**src/rtl/calc_pkg.sv**
```systemverilog
// Shared types and constants for the calculator result display.
package calc_pkg;

    localparam int RESULT_W    = 9;
    localparam int BCD_DIGITS  = 3;
    localparam int DISP_DIGITS = 4;
    localparam int BCD_W       = 4 * BCD_DIGITS;

    // Active-low gfedcba patterns for the two non-numeric glyphs
    localparam logic [6:0] SEG_BLANK = 7'b1111111;
    localparam logic [6:0] SEG_MINUS = 7'b0111111;

    // Digit code: 0-9 are decimal digits, 10 is blank, 11 is minus
    typedef logic [3:0] digit_code_t;
    localparam digit_code_t CODE_BLANK = 4'd10;
    localparam digit_code_t CODE_MINUS = 4'd11;

    typedef enum logic {
        ST_IDLE,
        ST_CONVERT
    } state_t;

    // Two's-complement magnitude; -256 maps to 256, which still fits in 9 bits unsigned
    function automatic logic [RESULT_W-1:0] abs_mag(input logic [RESULT_W-1:0] v);
        return v[RESULT_W-1] ? (~v + RESULT_W'(1)) : v;
    endfunction

endpackage

```
**src/rtl/seg7_decode.sv**
```systemverilog
// Digit code to active-low seven-segment pattern (gfedcba).
module seg7_decode
    import calc_pkg::*;
(
    input  digit_code_t code_i,
    output logic [6:0]  seg_o
);

    // Pure lookup; unused codes fall through to blank
    always_comb begin
        seg_o = SEG_BLANK;
        case (code_i)
            4'd0:       seg_o = 7'b1000000;
            4'd1:       seg_o = 7'b1111001;
            4'd2:       seg_o = 7'b0100100;
            4'd3:       seg_o = 7'b0110000;
            4'd4:       seg_o = 7'b0011001;
            4'd5:       seg_o = 7'b0010010;
            4'd6:       seg_o = 7'b0000010;
            4'd7:       seg_o = 7'b1111000;
            4'd8:       seg_o = 7'b0000000;
            4'd9:       seg_o = 7'b0010000;
            CODE_MINUS: seg_o = SEG_MINUS;
            default:    seg_o = SEG_BLANK;
        endcase
    end

endmodule

```
**src/rtl/calc_result_display.sv**
```systemverilog
// Captures the signed ALU result, converts its magnitude to BCD with a
// sequential double-dabble and drives a 4-digit multiplexed display.
// Optional macro CALC_DISP_LZB_EN enables leading-zero blanking.
module calc_result_display
    import calc_pkg::*;
#(
    parameter int REFRESH_DIV = 100000,
    parameter int REFRESH_W   = 17
) (
    input  logic                clk,
    input  logic                rst_n,
    input  logic [RESULT_W-1:0] result_i,
    input  logic                load_i,
    output logic                busy_o,
    output logic                valid_o,
    output logic [BCD_W-1:0]    bcd_o,
    output logic                neg_o,
    output logic [3:0]          an_o,
    output logic [6:0]          seg_o
);

    state_t                state_q, state_d;
    logic [RESULT_W-1:0]   mag_q, mag_d;
    logic [BCD_W-1:0]      scratch_q, scratch_d;
    logic [3:0]            iter_q, iter_d;
    logic                  neg_work_q, neg_work_d;
    logic [BCD_W-1:0]      bcd_q, bcd_d;
    logic                  neg_q, neg_d;
    logic                  valid_q, valid_d;
    logic [REFRESH_W-1:0]  refresh_cnt_q, refresh_cnt_d;
    logic [1:0]            digit_idx_q, digit_idx_d;
    logic [3:0]            an_q, an_d;
    logic [6:0]            seg_q, seg_d;

    logic [BCD_W-1:0]      scratch_adj;
    logic [BCD_W-1:0]      scratch_shift;
    logic [RESULT_W-1:0]   mag_shift;
    logic                  last_iter;
    logic                  refresh_wrap;
    digit_code_t           digit_code;
    logic [6:0]            seg_dec;

    // Double-dabble correction: any nibble of 5 or more gets +3 before the shift
    for (genvar gi = 0; gi < BCD_DIGITS; gi++) begin : g_dabble
        assign scratch_adj[gi*4 +: 4] = (scratch_q[gi*4 +: 4] >= 4'd5)
                                      ? scratch_q[gi*4 +: 4] + 4'd3
                                      : scratch_q[gi*4 +: 4];
    end

    assign scratch_shift = {scratch_adj[BCD_W-2:0], mag_q[RESULT_W-1]};
    assign mag_shift     = {mag_q[RESULT_W-2:0], 1'b0};
    assign last_iter     = (iter_q == 4'(RESULT_W - 1));
    assign refresh_wrap  = (refresh_cnt_q == REFRESH_W'(REFRESH_DIV - 1));

    // All state registers; reset drops any conversion in flight
    always_ff @(posedge clk or negedge rst_n) begin
        if (!rst_n) begin
            state_q       <= ST_IDLE;
            mag_q         <= '0;
            scratch_q     <= '0;
            iter_q        <= '0;
            neg_work_q    <= 1'b0;
            bcd_q         <= '0;
            neg_q         <= 1'b0;
            valid_q       <= 1'b0;
            refresh_cnt_q <= '0;
            digit_idx_q   <= '0;
            an_q          <= 4'b1110;
            seg_q         <= 7'b1000000;
        end else begin
            state_q       <= state_d;
            mag_q         <= mag_d;
            scratch_q     <= scratch_d;
            iter_q        <= iter_d;
            neg_work_q    <= neg_work_d;
            bcd_q         <= bcd_d;
            neg_q         <= neg_d;
            valid_q       <= valid_d;
            refresh_cnt_q <= refresh_cnt_d;
            digit_idx_q   <= digit_idx_d;
            an_q          <= an_d;
            seg_q         <= seg_d;
        end
    end

    // Next-state: load only starts a conversion from IDLE, the 9th iteration ends it
    always_comb begin
        state_d = state_q;
        case (state_q)
            ST_IDLE:    if (load_i)    state_d = ST_CONVERT;
            ST_CONVERT: if (last_iter) state_d = ST_IDLE;
            default:                   state_d = ST_IDLE;
        endcase
    end

    // Conversion datapath; committed value only changes on the final iteration
    always_comb begin
        mag_d      = mag_q;
        scratch_d  = scratch_q;
        iter_d     = iter_q;
        neg_work_d = neg_work_q;
        bcd_d      = bcd_q;
        neg_d      = neg_q;
        valid_d    = 1'b0;
        if (state_q == ST_IDLE) begin
            if (load_i) begin
                neg_work_d = result_i[RESULT_W-1];
                mag_d      = abs_mag(result_i);
                scratch_d  = '0;
                iter_d     = '0;
            end
        end else begin
            scratch_d = scratch_shift;
            mag_d     = mag_shift;
            iter_d    = iter_q + 4'd1;
            if (last_iter) begin
                bcd_d   = scratch_shift;
                neg_d   = neg_work_q && (scratch_shift != '0);
                valid_d = 1'b1;
            end
        end
    end

    // Free-running refresh; the digit enable and segments follow the next index
    always_comb begin
        refresh_cnt_d = refresh_wrap ? '0 : refresh_cnt_q + REFRESH_W'(1);
        digit_idx_d   = refresh_wrap ? digit_idx_q + 2'd1 : digit_idx_q;
        an_d          = ~(4'(1) << digit_idx_d);
        seg_d         = seg_dec;
    end

    // Digit-select mux feeding the single decoder
    always_comb begin
        digit_code = CODE_BLANK;
        case (digit_idx_d)
            2'd0: digit_code = bcd_q[3:0];
            2'd1: begin
                digit_code = bcd_q[7:4];
`ifdef CALC_DISP_LZB_EN
                if (bcd_q[11:4] == 8'd0) digit_code = CODE_BLANK;
`endif
            end
            2'd2: begin
                digit_code = bcd_q[11:8];
`ifdef CALC_DISP_LZB_EN
                if (bcd_q[11:8] == 4'd0) digit_code = CODE_BLANK;
`endif
            end
            default: digit_code = neg_q ? CODE_MINUS : CODE_BLANK;
        endcase
    end

    seg7_decode u_seg7_decode (
        .code_i (digit_code),
        .seg_o  (seg_dec)
    );

    assign busy_o  = (state_q == ST_CONVERT);
    assign valid_o = valid_q;
    assign bcd_o   = bcd_q;
    assign neg_o   = neg_q;
    assign an_o    = an_q;
    assign seg_o   = seg_q;

endmodule
```
**config.mk**
```make
export PLATFORM = sky130hd
export DESIGN_NAME = calc_result_display
export DESIGN_NICKNAME = d
export VERILOG_FILES = /design/src/rtl/calc_pkg.sv /design/src/rtl/seg7_decode.sv /design/src/rtl/calc_result_display.sv
export SDC_FILE = /design/constraint.sdc
export NUM_CORES = 1
export LEC_CHECK = 0
export ABC_AREA = 1
export BUFFER_PORTS_ARGS = -buffer_cell sky130_fd_sc_hd__buf_2
export CAP_MARGIN = 20
export CORE_ASPECT_RATIO = 0.9
export CORE_UTILIZATION = 66
export CTS_BUF_LIST = sky130_fd_sc_hd__clkbuf_4
export DETAILED_ROUTE_END_ITERATION = 12
export PLACE_DENSITY = 0.88
export SETUP_SLACK_MARGIN = 0.4
export SYNTH_ARGS = -nofsm -noshare
export SYNTH_HDL_FRONTEND = slang
export SYNTH_SLANG_ARGS = --single-unit
```
**constraint.sdc**
```tcl
create_clock -name clk -period 4 [get_ports clk]
set_input_delay 0.2 -clock clk [delete_from_list [all_inputs] [get_ports clk]]
set_output_delay 0.2 -clock clk [all_outputs]
set_load 0.005 [all_outputs]
```
== Yosys cells after proc, flatten, opt, wreduce, memory -nomap -nowiden ==
Memories as Yosys holds them, arrays and structs flattened. A register that Yosys moved wholly into a read port is not among the register bits.
Index checks and enable logic that the tools add are counted.

* Add/subtract/negate cells: 7
* $lt $le $gt $ge: 3
* Equality and inequality tests: 4
* Shift-type cells: 1
* Muxes and demuxes: 19
* Bitwise logic cells: 3
* Reduce and logical (&&, ||, !) cells: 7

{| class="wikitable"
|+ Operators by type and width
! operator !! number
|-
| $mux W9 || 3
|-
| $mux W12 || 2
|-
| $add A17 B1 Y17 const B || 1
|-
| $eq A17 B17 Y1 const B || 1
|-
| $mux W17 || 1
|-
| $mux W4 || 4
|-
| $ge A4 B3 Y1 const B || 3
|-
| $pmux W4 S3 || 1
|-
| $reduce_bool A12 Y1 || 1
|-
| $add A9 B1 Y9 const B || 1
|-
| $not A9 Y9 || 1
|-
| $add A4 B2 Y4 const B || 2
|-
| $mux W1 || 5
|-
| $add A4 B1 Y4 const B || 1
|-
| $eq A4 B4 Y1 const B || 1
|-
| $not A4 Y4 || 1
|-
| $reduce_and A2 Y1 || 2
|-
| $shl A1 B2 Y4 const A || 1
|-
| $add A3 B2 Y3 const B || 1
|-
| $mux W3 || 1
|-
| $add A2 B1 Y2 const B || 1
|-
| $eq A2 B1 Y1 const B || 1
|-
| $eq A2 B2 Y1 const B || 1
|-
| $logic_not A2 Y1 || 1
|-
| other kinds (6) || 6
|}

* Bits in registers: 64
* Bits in read-only memories: 112
* Bits of input ports: 12
* Output and inout bits: 26
* Logic and storage cells: 56
* Memories kept: 1

{| class="wikitable"
|+ Memories
! name !! words !! width !! read ports !! clocked after Yosys merged registers in !! wr ports !! line !! RTL
|-
| (no name shown) || 16 || 7 || 1 || 1 || 0 || seg7_decode.sv:12 || <nowiki>case (code_i)</nowiki>
|}

== Depth between registers and ports, before layout ==
Gate-level depths: netlist of run 1.

* Depth in word-level cells: 5
* Mapped depth: 17
* Gate-level depth less buffers: 17

== Cells and area by module ==
From an unflattened synthesis of run 1, not the netlist that was laid out.

* Cell total of the unflattened synthesis: 443
* Area total of the unflattened synthesis: 3711.1 um2

{| class="wikitable"
|+ Modules (own cells, without submodules)
! module !! instances !! cells an instance !! area an instance (um2) !! sequential area each (um2)
|-
| calc_result_display || 1 || 406 || 3504.6 || 1781.7
|-
| seg7_decode || 1 || 37 || 206.4 || 0.0
|}

== Least setup slack after synthesis of run 1 ==
Ideal clock, no wire load.

* Path kind: flip-flop to flip-flop
* Start: reg refresh_cnt_q[0]
* End: reg seg_q[6], in the netlist seg_o[6]
* Library setup time: 0.082 ns
* Arrival time: 2.058 ns
* Data required time: 3.918 ns
* Setup slack: 1.860 ns
* Stages on the path, launching flop included: 16
* Path buffers: 1
* Period minus slack after synthesis: 2.140 ns
* Cells stage by stage: dfrtp_1 -> ha_1 -> nand3_2 -> nor2_4 -> nand3_4 -> nand2_4 -> buf_8 -> inv_4 -> o21a_1 -> nor2_4 -> inv_1 -> ha_1 -> inv_1 -> nand4_1 -> nand2_1 -> nand3_1

* Cells in the longest elaborated chain, start to end: 4
* Elaborated cells between the ends (all ways): 6
* Classes of those cells: 3 x eq/ne; 2 x mux; 1 x reduce/logical

{| class="wikitable"
|+ RTL lines
! item !! line !! RTL
|-
| start: declaration || calc_result_display.sv:30 || <nowiki>logic [REFRESH_W-1:0] refresh_cnt_q, refresh_cnt_d;</nowiki>
|-
| start signal: assignment || calc_result_display.sv:79 || <nowiki>refresh_cnt_q <= refresh_cnt_d;</nowiki>
|-
| $eq A17 B17 Y1 * || calc_result_display.sv:53 || <nowiki>assign refresh_wrap = (refresh_cnt_q == REFRESH_W'(REFRESH_DIV - 1));</nowiki>
|-
| $mux W2 * || calc_result_display.sv:127 || <nowiki>digit_idx_d = refresh_wrap ? digit_idx_q + 2'd1 : digit_idx_q;</nowiki>
|-
| via digit_idx_d[0] || calc_result_display.sv:31 || <nowiki>logic [1:0] digit_idx_q, digit_idx_d;</nowiki>
|-
| $eq A2 B2 Y1, or another cell as far along || calc_result_display.sv:135 || <nowiki>case (digit_idx_d)</nowiki>
|-
| $pmux W4 S3 * || calc_result_display.sv:135 ||
|-
| end: declaration || calc_result_display.sv:33 || <nowiki>logic [6:0] seg_q, seg_d;</nowiki>
|}

Mark *: on every way through the listed nets, which the timed path passes. The rest lies on a longest branch.
A chain may end at the register's enable or synchronous reset.

== Worst setup path after layout of run 1 ==
* Start: reg refresh_cnt_q[0]
* End: reg seg_q[0], in the netlist seg_o[0]

* Cells in the longest elaborated chain, start to end: 4
* Elaborated cells between the ends (all ways): 6
* Classes of those cells: 3 x eq/ne; 2 x mux; 1 x reduce/logical

{| class="wikitable"
|+ RTL lines
! item !! line
|-
| $eq A17 B17 Y1 * || calc_result_display.sv:53
|-
| $mux W2 * || calc_result_display.sv:127
|-
| $eq A2 B2 Y1, or another cell as far along || calc_result_display.sv:135
|-
| $pmux W4 S3 * || calc_result_display.sv:135
|}

Mark *: on every way between the ends. The rest lies on a longest branch, timed or not.

==> results of run 1 <==
-- kinds of logic after synthesis --
logic type	after synthesis	synth area share, %
fa+ha+maj	16	5.27
simple gates	182	23.9
xor+xnor	12	2.77
flops	71	46.9
buf+inv	90	9.32
compound gates	77	11.8
-- cells in the mapped netlist (all sizes together), types with 7 or more instances --
cell type,instances,area (um^2)
clkbuf,9,33.8
nand2,103,419
nand3,26,180
nor3,7,40.0
o21ai,37,185
inv,80,305
a21oi,10,53.8
ha,16,200
dfrtp,67,1680
o22ai,10,62.6
xor2,11,96.3
nor2,30,166
nand4,8,50.1
-- what timing repair did --
item | in CTS | in global routing
hold buffers | 1 | 0
setup buffers | 0 | 0
hold endpoints to repair | 24 | 0
-- worst max path at each step --
| stage | slack (ns) | end | start | cells after the start |
|---|---|---|---|---|
| final | 1.43 | seg_o[0] | refresh_cnt_q[0] | 15 |
| after global routing | 1.20 | seg_o[0] | refresh_cnt_q[0] | 15 |
| after CTS | 1.44 | seg_o[6] | refresh_cnt_q[0] | 15 |
| after detailed placement | 1.47 | seg_o[0] | refresh_cnt_q[0] | 15 |
| after global placement | 1.63 | seg_o[6] | refresh_cnt_q[0] | 15 |
| after floorplan | 1.86 | seg_o[6] | refresh_cnt_q[0] | 15 |
-- critical path: cells and delay by family (launching register included) --
family / cells / cell delay, ns
adder cells (fa/ha/maj): 2 / 0.39
flip-flops: 1 / 0.39
AND/OR/NAND/NOR: 11 / 1.55
buffers and inverters: 2 / 0.14
-- cells in the final DEF (no fill, tap or decap), drive strengths merged, types with 2 or more instances in the layout --
master and n:
nor4 2, o21ai 37, o211ai 5, nand4 8, nand3b 3, dfstp 4, o31ai 2, xor2 11
a31oi 3, dfrtp 67, nand2 103, nor2 30, a21oi 10, or2 2, inv 80, clkbuf 11
a22oi 5, ha 16, nand3 26, o22ai 10, nor3 7, clkinv 4, buf 39, o21a 2
-- cell type report --
class,instances,area [um^2],area share (%)
well taps,67,83.8,2.00
inverters,80,305,7.27
multi-input cells,287,1660,39.7
clock inverters,5,48.8,1.16
clock buffers,11,82.6,1.97
repair buffers,40,230,5.49
flip-flops and latches,71,1780,42.5
-- per-stage QoR --
step	cell area [um^2]	util [%]	worst slack [ns]	instances
after CTS	4170	77.0	1.44	560
after detailed placement	4030	74.4	1.47	543
after global placement	4030	74.4	1.63	543
after global routing	4200	77.5	1.20	561
final	4200	77.5	1.43	561
after floorplan	3800	-	1.86	448
-- registers in the layout, summed over array words and instances (netlist names) --
| register | cells |
|---|---|
| digit_idx_q | 2 |
| valid_o | 1 |
| mag_q | 9 |
| busy_o | 1 |
| scratch_q | 12 |
| an_o | 4 |
| neg_o | 1 |
| refresh_cnt_q | 17 |
| iter_q | 4 |
| seg_o | 7 |
| neg_work_q | 1 |
| bcd_o | 12 |
-- power groups by stage --
stage | logic (mW) | clock network, mW | registers (mW)
2_1_floorplan | 0.714 | 0 | 1.07
3_3_place_gp | 0.938 | 0 | 1.10
3_5_place_dp | 1.00 | 0 | 1.10
4_1_cts | 1.00 | 0.448 | 1.09
5_1_grt | 1.17 | 0.479 | 1.12
6_report | 1.01 | 0.437 | 1.10
-- metal layers --
metal  routed length [um]  vias to the layer above  part of all wire (%)  track usage [%]
li1                     -                     1524                     -                -
met1                 3480                     1474                    46             37.0
met2                 3700                       66                    49             45.5
met3                  333                        7                   4.4             7.85
met4                   65                        0                  0.86             6.63
met5                    0                        -                     0                0
==> impl_metrics.csv, run 1 <==
group,metric,value,unit
run_status,run_status,"finished, final reports clean",
placement,gp_congestion,0.875,
sta,fin_crit_sh,64.4,%
logic_synthesis,syn_area,3800,um^2
cells_and_area,n_fill_cell,380,
worst_setup_path,crit_type,"flop to flop",
grt,antenna_found_initial,0,
sta,slew_headroom,47.7,%
floorplan,dieArea,6070,um^2
grt,gr-total-overflow,0,
pwr,swShare,40.5,%
pwr,leakagePower,2.22,nW
job,cap_violations,0,
worst_setup_path,required,4.30,ns
grt,grt_use_total,27.9,%
sta,rsz0062_at_grt,"no",
logic_synthesis,ys_seq_elements,71,
cts,clockBufferDepth,2,
detailed_routing,drt_pre_antenna_iters,5,
worst_setup_path,cp_max_fo,12,
logic_synthesis,synth.net_count,476,
pwr,p_int,1.52,mW
sta,tightest_slew,0.782,ns
logic_synthesis,synth_cell_types,40,
cells_and_area,synthToLayoutAreaGrowth,10.4,%
worst_setup_path,critical_path_arrival,2.87,ns
cells_and_area,drive_above_1_share,18.6,%
detailed_routing,drc_errors,0,
worst_setup_path,reg2reg_to,"seg_o[0]",
sta,drv_slew,0,
floorplan,die_h,74.0,um
detailed_routing,drt_iter0_markers,127,
worst_setup_path,slowest_delay,0.39,ns
cts,cts_tree,"done",
pwr,clkPwrFrac,17.1,%
cells_and_area,finalNetCount,517,
pwr,irDropWorstVdd,0.487,mV
pwr,p_total,2.55,mW
worst_setup_path,critPathSlowestCell,"dfrtp_1",
sta,fin_worst_skew,0.0150,ns
placement,io_buffer_count,37,
cts,clkLatencyLatePin,0.41,ns
sta,hold_violations,0,
cts,clk_pin_slew,0.11,ns
floorplan,start_util,70.2,%
logic_synthesis,async_reset_ff_share,100,%
floorplan,row_count,25,
detailed_routing,vias,3071,
detailed_routing,ant_nets,0,
pwr,pwr-share-comb,39.8,%
worst_hold_path,hold_depth,3,
grt,grt_first_pass_wirelength,12700,um
logic_synthesis,synth_cells,448,
worst_hold_path,min_from,"result_i[0]",
worst_setup_path,cp-start-kind,"flop",
pwr,p_switching,1.03,mW
sta,max_freq,0.388,GHz
sta,setup_violations,0,
worst_setup_path,end_kind,"flop",
grt,grt_pass1_vias,2832,
floorplan,core,5410,um^2
sta,setup_tns,0,ns
floorplan,fp.dieW,82.0,um
pwr,seqPwrFrac,43.1,%
logic_synthesis,synth_enable_flop_cells,0,
sta,hold_ws,0.0997,ns
worst_setup_path,path_cells,"ha_1, nand3_2, nor2_4, nand3_2, nand2_2, nand2_4, nor2_1, nand2_1, nand2_1, inv_1, ha_1, inv_1, nand2_1, nand3_1, nand2_1",
worst_hold_path,hp-class,"input pin to flop",
placement,hpwlAfterDp,5460,um
worst_hold_path,hold_end,"mag_q[0]",
cts,cts.repair.resized,0,
worst_setup_path,r2r_slack,1.43,ns
worst_setup_path,path_common_cell,"nand2_1",
logic_synthesis,ys_seq_area_share,46.9,%
detailed_routing,routed_via_density,5.47,
cts,root_buffer,"clkbuf_4",
floorplan,io_pins,38,
sta,period_needed,2.57,ns
pwr,powerDensity,608,nW/um^2
logic_synthesis,yosys_warnings,0,
grt,grt_max_degree,49,
detailed_routing,wirelength,7580,um
worst_setup_path,worstReg2RegStart,"refresh_cnt_q[0]",
detailed_routing,wl_per_cell,13.5,um
cells_and_area,insertedDiodeCount,0,
cts,cts_buffers,9,
logic_synthesis,ys.flop_type,"dfrtp_1",
worst_setup_path,rr_worst_depth,15,
cts,cts_sinks,71,
logic_synthesis,avgSynthCellArea,8.48,um^2
cts,cts_max_level,3,
Power figures use the tool's default switching activity.
==> run 2, diff against run 1 <==
Settings changed: ABC_AREA 1 to 0, CORE_UTILIZATION 66 to 61, PLACE_DENSITY 0.88 to 0.82.
Clock period 4 ns to 2.6 ns, I/O delays scaled along.
==> run 2 against run 1 <==
Effect of this change: flip-flop and latch count stayed put; register-to-register slack worse by 1.3 ns; setup slack worse by 1.3 ns; clock power is 77% higher; core utilization is 2.0 points lower; worst hold slack worse by 0.026 ns; sequential power is 56% higher; die area is 9.7% higher; fmax is 4.4% higher; critical path type unchanged; highest routed layer unchanged.
==> impl_metrics.csv, run 2 <==
group,metric,value,unit
placement,placedCellCount,512,
floorplan,fp.dieW,85.9,um
floorplan,die_h,77.5,um
floorplan,core,6110,um^2
grt,gr-total-overflow,0,
worst_setup_path,rr_worst_depth,8,
pwr,powerDensity,959,nW/um^2
placement,pre_cts_ws,0.0705,ns
detailed_routing,drt_iter0_markers,177,
sta,fin_crit_sh,94.8,%
placement,hpwlAfterDp,5190,um
sta,tightest_slew,0.557,ns
logic_synthesis,synth_common_cells,"nand2_1, dfrtp_1, o21ai_0",
sta,period_needed,2.47,ns
logic_synthesis,yosysMostFrequentCell,"nand2_1",
cells_and_area,insertedDiodeCount,0,
logic_synthesis,async_reset_ff_share,100,%
floorplan,dieArea,6650,um^2
worst_setup_path,worstReg2RegStart,"refresh_cnt_q[5]",
sta,setup_tns,0,ns
logic_synthesis,synth.net_count,419,
cells_and_area,layoutNonFillerInstCount,543,
logic_synthesis,synth_enable_flop_cells,0,
cts,root_buffer,"clkbuf_4",
pwr,leakagePower,2.16,nW
cells_and_area,largest_reg_flops,17,
sta,hold_violations,0,
worst_hold_path,hold_end,"neg_work_q",
sta,drv_slew,0,
sta,setup_ws,0.135,ns
worst_setup_path,end_kind,"flop",
detailed_routing,wirelength,8130,um
logic_synthesis,synth_cells,391,
worst_setup_path,cp-start-kind,"flop",
pwr,p_total,4.43,mW
logic_synthesis,yosys_warnings,0,
grt,grt_max_degree,72,
worst_hold_path,hold_depth,2,
cts,cts_tree,"done",
cells_and_area,n_fill_cell,405,
job,cap_violations,0,
floorplan,io_pins,38,
detailed_routing,drt_pre_antenna_iters,4,
detailed_routing,wl_per_cell,15.0,um
worst_setup_path,crit_type,"flop to flop",
placement,io_buffer_count,37,
sta,fin_worst_skew,0.0120,ns
worst_setup_path,reg2reg_to,"seg_o[4]",
sta,hold_ws,0.0734,ns
grt,grt_pass1_vias,2839,
detailed_routing,ant_nets,0,
pwr,irDropWorstVdd,0.564,mV
grt,antenna_found_initial,0,
worst_setup_path,cp_max_fo,12,
logic_synthesis,synth.top_cell.area_share,43.4,%
cells_and_area,multi_input_area,2090,um^2
cells_and_area,final_cell_mix,"nand2_1, dfrtp_1, buf_2",
grt,grt_first_pass_wirelength,13300,um
cts,cts_buffers,9,
cts,clockBufferDepth,2,
cells_and_area,regMostFlops,"refresh_cnt_q",
logic_synthesis,synth_cell_types,62,
detailed_routing,drc_errors,0,
worst_setup_path,critical_path_arrival,2.80,ns
sta,rsz0062_at_grt,"yes",
logic_synthesis,ys.flop_type,"dfrtp_1",
logic_synthesis,yosys-top-cells-area,"dfrtp_1, nand2_1, ha_1",
cells_and_area,finalNetCount,479,
sta,slew_headroom,62.8,%
logic_synthesis,syn_area,3860,um^2
cts,cts_max_level,3,
sta,setup_violations,0,
cells_and_area,postLayoutCoreUtil,75.5,%
cts,clkLatencyLatePin,0.42,ns
worst_setup_path,required,2.94,ns
detailed_routing,routed_via_density,5.64,
placement,gp_congestion,0.822,
run_status,run_status,"finished, final reports clean",
cells_and_area,drive_above_1_share,29.6,%
placement,placed_cell_area,4210,um^2
worst_setup_path,startpoint,"refresh_cnt_q[5]",
cells_and_area,layout.cells.most_common,"nand2_1",
worst_hold_path,min_from,"result_i[8]",
cts,cts_sinks,71,
cells_and_area,final_area,4620,um^2
worst_hold_path,hp-class,"input pin to flop",
logic_synthesis,yosys.area.top_type,"dfrtp_1",
logic_synthesis,ys_seq_area_share,46.1,%
sta,max_freq,0.406,GHz
logic_synthesis,avgSynthCellArea,9.88,um^2
cells_and_area,synthToLayoutAreaGrowth,19.6,%
floorplan,row_count,27,
floorplan,start_util,63.1,%
worst_setup_path,r2r_slack,0.13,ns
cts,clk_pin_slew,0.12,ns
detailed_routing,vias,3061,
cells_and_area,ff_latch_area,1790,um^2
grt,grt_use_total,25.6,%
logic_synthesis,ys_seq_elements,71,
==> run 2: cell types whose count changed after synthesis, moves of 10 or more <==
cell      before  now
inv_1         74   18
nand2b_1       0   16
xnor2_1        1   13
nand2_1       94   73
nand3_1       19    9
==> run 2: timing repair <==
action,CTS,global route
buffers inserted,11,1
gates cloned,1,0
hold buffers,2,0
pin swaps,10,6
hold endpoints to repair,68,0
endpoints found under the setup margin,8,8
resized for setup,13,20
==> run 2: critical path, cell delays in order, from the launching register on <==
cell and delay (ns):
dfrtp_2 0.45, nor4_4 0.30, nand4_4 0.18, nor2_8 0.18, buf_4 0.23, mux2i_1 0.47
a221oi_4 0.16, and3_1 0.22, a211oi_2 0.19
==> run 2: how the worst max path moves through the flow <==
stage                           to  slack, ns  depth (start not counted)
final                     seg_o[4]       0.13                          8
after global routing      seg_o[4]       0.01                          8
after CTS                 seg_o[6]       0.13                         10
after detailed placement  seg_o[5]       0.07                         10
after global placement    seg_o[5]       0.13                         10
after floorplan           seg_o[5]       0.14                          9
==> run 2: where the power goes <==
part	internal, mW	switching (mW)
Clock	0.382	0.394
Combinational	0.887	1.04
Sequential	1.43	0.289
Total	2.70	1.73
==> run 2: final cells by class <==
cell class | instances | share of cell area [%]
Clock buffer | 9 | 1.46
Clock inverter | 7 | 1.90
Inverter | 20 | 1.63
Multi-Input combinational cell | 287 | 45.4
Sequential cell | 71 | 38.7
Tap cell | 87 | 2.36
Timing Repair Buffer | 62 | 8.62
==> run 2: kinds of logic after synthesis <==
family	count (synthesis)	synth area share (%)
AO/OA/AOI/OAI	75	14.3
XOR/XNOR	27	6.12
adder cells (fa/ha/maj)	16	5.18
buffers and inverters	34	3.73
flip-flops	71	46.1
multiplexers	12	3.24
AND/OR/NAND/NOR	156	21.3
==> run 2: layer usage <==
| layer | vias to the layer above | wire [um] | track usage (%) |
|---|---|---|---|
| met2 | 93 | 3990 | 41.0 |
| li1 | 1473 | - | - |
| met3 | 11 | 353 | 6.06 |
| met5 | - | 0 | 0 |
| met1 | 1484 | 3690 | 34.2 |
| met4 | 0 | 95 | 8.17 |
==> run 3, diff against run 2 <==
Settings changed: CAP_MARGIN 20 to 25, CORE_UTILIZATION 61 to 59, CTS_BUF_LIST sky130_fd_sc_hd__clkbuf_4 to sky130_fd_sc_hd__clkbuf_16, PLACE_DENSITY 0.82 to 0.8, SYNTH_HIERARCHICAL from default to 1.
==> run 3 against run 2 <==
Effect of this change: sequential power is 3% higher; non-clock buffer count is 2 higher; total power is 17% higher; clock skew is 0.0021 ns lower; synthesized cell count is 0.77% higher; synthesized area is 2.4% lower; combinational power hardly changed; highest routed layer unchanged; via count is 1.7% higher; clock power is 91% higher.
==> impl_metrics.csv, run 3 <==
group,metric,value,unit
run_status,run_status,"finished, final reports clean",
logic_synthesis,async_reset_ff_share,100,%
logic_synthesis,synth_enable_flop_cells,0,
sta,max_freq,0.419,GHz
pwr,leakagePower,2.20,nW
cts,cts_sinks,71,
cells_and_area,final_area,4710,um^2
cells_and_area,largest_reg_flops,17,
worst_setup_path,required,2.80,ns
logic_synthesis,ys_seq_elements,71,
logic_synthesis,synth.top_cell.area_share,44.5,%
worst_hold_path,hp-class,"input pin to flop",
logic_synthesis,ys.flop_type,"dfrtp_1",
job,cap_violations,0,
cells_and_area,finalNetCount,479,
floorplan,start_util,61.3,%
cells_and_area,layoutNonFillerInstCount,543,
logic_synthesis,ys_seq_area_share,47.3,%
detailed_routing,drt_pre_antenna_iters,5,
detailed_routing,routed_via_density,5.73,
sta,fin_crit_sh,91.8,%
sta,setup_tns,0,ns
logic_synthesis,synth_cells,394,
grt,antenna_found_initial,0,
placement,hpwlAfterDp,5430,um
sta,drv_slew,0,
sta,setup_ws,0.213,ns
floorplan,core,6150,um^2
grt,grt_pass1_vias,3016,
logic_synthesis,synth.net_count,422,
sta,slew_headroom,59.8,%
cts,clockBufferDepth,2,
placement,io_buffer_count,37,
worst_setup_path,crit_type,"flop to flop",
floorplan,row_count,27,
cts,clk_pin_slew,0.05,ns
cells_and_area,drive_above_1_share,24.8,%
grt,grt_max_degree,53,
cells_and_area,regMostFlops,"refresh_cnt_q",
placement,placedCellCount,511,
cts,clkLatencyLatePin,0.33,ns
cells_and_area,insertedDiodeCount,0,
logic_synthesis,yosysMostFrequentCell,"dfrtp_1",
floorplan,dieArea,6710,um^2
worst_setup_path,cp_max_fo,10,
detailed_routing,vias,3113,
logic_synthesis,synth_common_cells,"dfrtp_1, nand2_1, o21ai_0",
detailed_routing,wl_per_cell,15.9,um
cells_and_area,layout.cells.most_common,"dfrtp_1",
floorplan,die_h,77.8,um
cts,root_buffer,"clkbuf_16",
grt,grt_use_total,27.0,%
logic_synthesis,syn_area,3770,um^2
cells_and_area,synthToLayoutAreaGrowth,24.9,%
cts,cts_max_level,3,
cts,cts_tree,"done",
pwr,powerDensity,1100,nW/um^2
sta,rsz0062_at_grt,"yes",
worst_setup_path,cp-start-kind,"flop",
detailed_routing,drt_iter0_markers,203,
sta,period_needed,2.39,ns
placement,pre_cts_ws,0.00164,ns
sta,fin_worst_skew,0.00991,ns
detailed_routing,wirelength,8630,um
sta,hold_ws,0.107,ns
logic_synthesis,yosys-top-cells-area,"dfrtp_1, nand2_1, ha_1",
placement,gp_congestion,0.864,
cts,cts_buffers,9,
sta,hold_violations,0,
floorplan,fp.dieW,86.2,um
cells_and_area,final_cell_mix,"dfrtp_1, nand2_1, buf_2",
logic_synthesis,yosys.area.top_type,"dfrtp_1",
detailed_routing,ant_nets,0,
pwr,irDropWorstVdd,0.734,mV
logic_synthesis,avgSynthCellArea,9.57,um^2
worst_setup_path,critical_path_arrival,2.59,ns
sta,setup_violations,0,
sta,tightest_slew,0.598,ns
grt,gr-total-overflow,0,
grt,grt_first_pass_wirelength,13900,um
worst_setup_path,end_kind,"flop",
logic_synthesis,synth_cell_types,49,
logic_synthesis,yosys_warnings,6,
cells_and_area,n_fill_cell,395,
placement,placed_cell_area,4110,um^2
detailed_routing,drc_errors,0,
floorplan,io_pins,38,
==> run 3: cell count changes after synthesis, moves of 3 or more <==
cell and delta:
nand2_1 -17, a21oi_1 +12, nor2_1 +9, mux2i_1 +8, xor2_1 -7, xnor2_1 +6, nor3_1 +5, clkbuf_1 +4
a22oi_1 +3, a2bb2oi_1 -3, a31oi_1 +3, and3_1 -3, o31ai_1 +3
==> run 3: worst paths after layout <==
kind	cells after the start	start	slack, ns	end
max	9	digit_idx_q[0]	0.21	seg_o[3]
min	3	result_i[0]	0.11	mag_q[0]
max reg2reg	9	digit_idx_q[0]	0.21	seg_o[3]
min reg2reg	2	mag_q[6]	0.48	mag_q[7]
max in group asynchronous	3	rst_n	1.68	scratch_q[6]
min in group asynchronous	2	rst_n	0.29	refresh_cnt_q[5]
==> run 3: cells by family after synthesis <==
group | synth area share [%]
flops | 47.3
compound gates | 11.9
buf+inv | 3.92
xor+xnor | 6.04
mux | 5.44
fa+ha+maj | 5.31
simple gates | 20.1
==> run 3: metrics by stage <==
step	total power, mW	utilization [%]
2_1_floorplan	2.93	-
3_3_place_gp	3.39	66.8
3_5_place_dp	3.50	66.8
4_1_cts	5.05	74.7
5_1_grt	5.50	76.5
6_report	5.19	76.5
==> run 3: critical path, cell delays in order (launching register included) <==
cell and delay, ns:
dfrtp_1 0.52, nor2b_1 0.50, nand2_1 0.16, a21oi_1 0.24, a211o_1 0.18, inv_2 0.08, ha_4 0.15, or2_1 0.21
a21oi_2 0.16, a21oi_1 0.07
==> run 3: routing by layer <==
metal | wire, um | vias up | global-route usage [%]
li1 | - | 1464 | -
met1 | 3660 | 1502 | 33.0
met2 | 4270 | 125 | 45.2
met3 | 492 | 22 | 6.81
met4 | 211 | 0 | 11.3
met5 | 0 | - | 0
==> run 3: cell type report <==
type | count | area, um^2 | area share [%]
repair buffers | 64 | 419 | 8.91
multi-input cells | 287 | 1970 | 41.8
flip-flops and latches | 71 | 1780 | 37.9
clock inverters | 7 | 135 | 2.87
clock buffers | 9 | 225 | 4.79
well taps | 87 | 109 | 2.31
inverters | 18 | 67.6 | 1.44
==> run 3: what timing repair did <==
| item | CTS | global route |
|---|---|---|
| setup endpoints to repair | 7 | 7 |
| hold buffers | 1 | 0 |
| gates resized for setup | 6 | 16 |
| pin swaps | 5 | 11 |
| cloned | 0 | 0 |
| hold endpoints to repair | 15 | 0 |
| setup buffers | 10 | 5 |
==> run 3: power breakdown <==
part,internal [mW],switching [mW]
sequential,1.46,0.312
combinational,0.855,1.08
clock,1.03,0.453
total,3.34,1.85
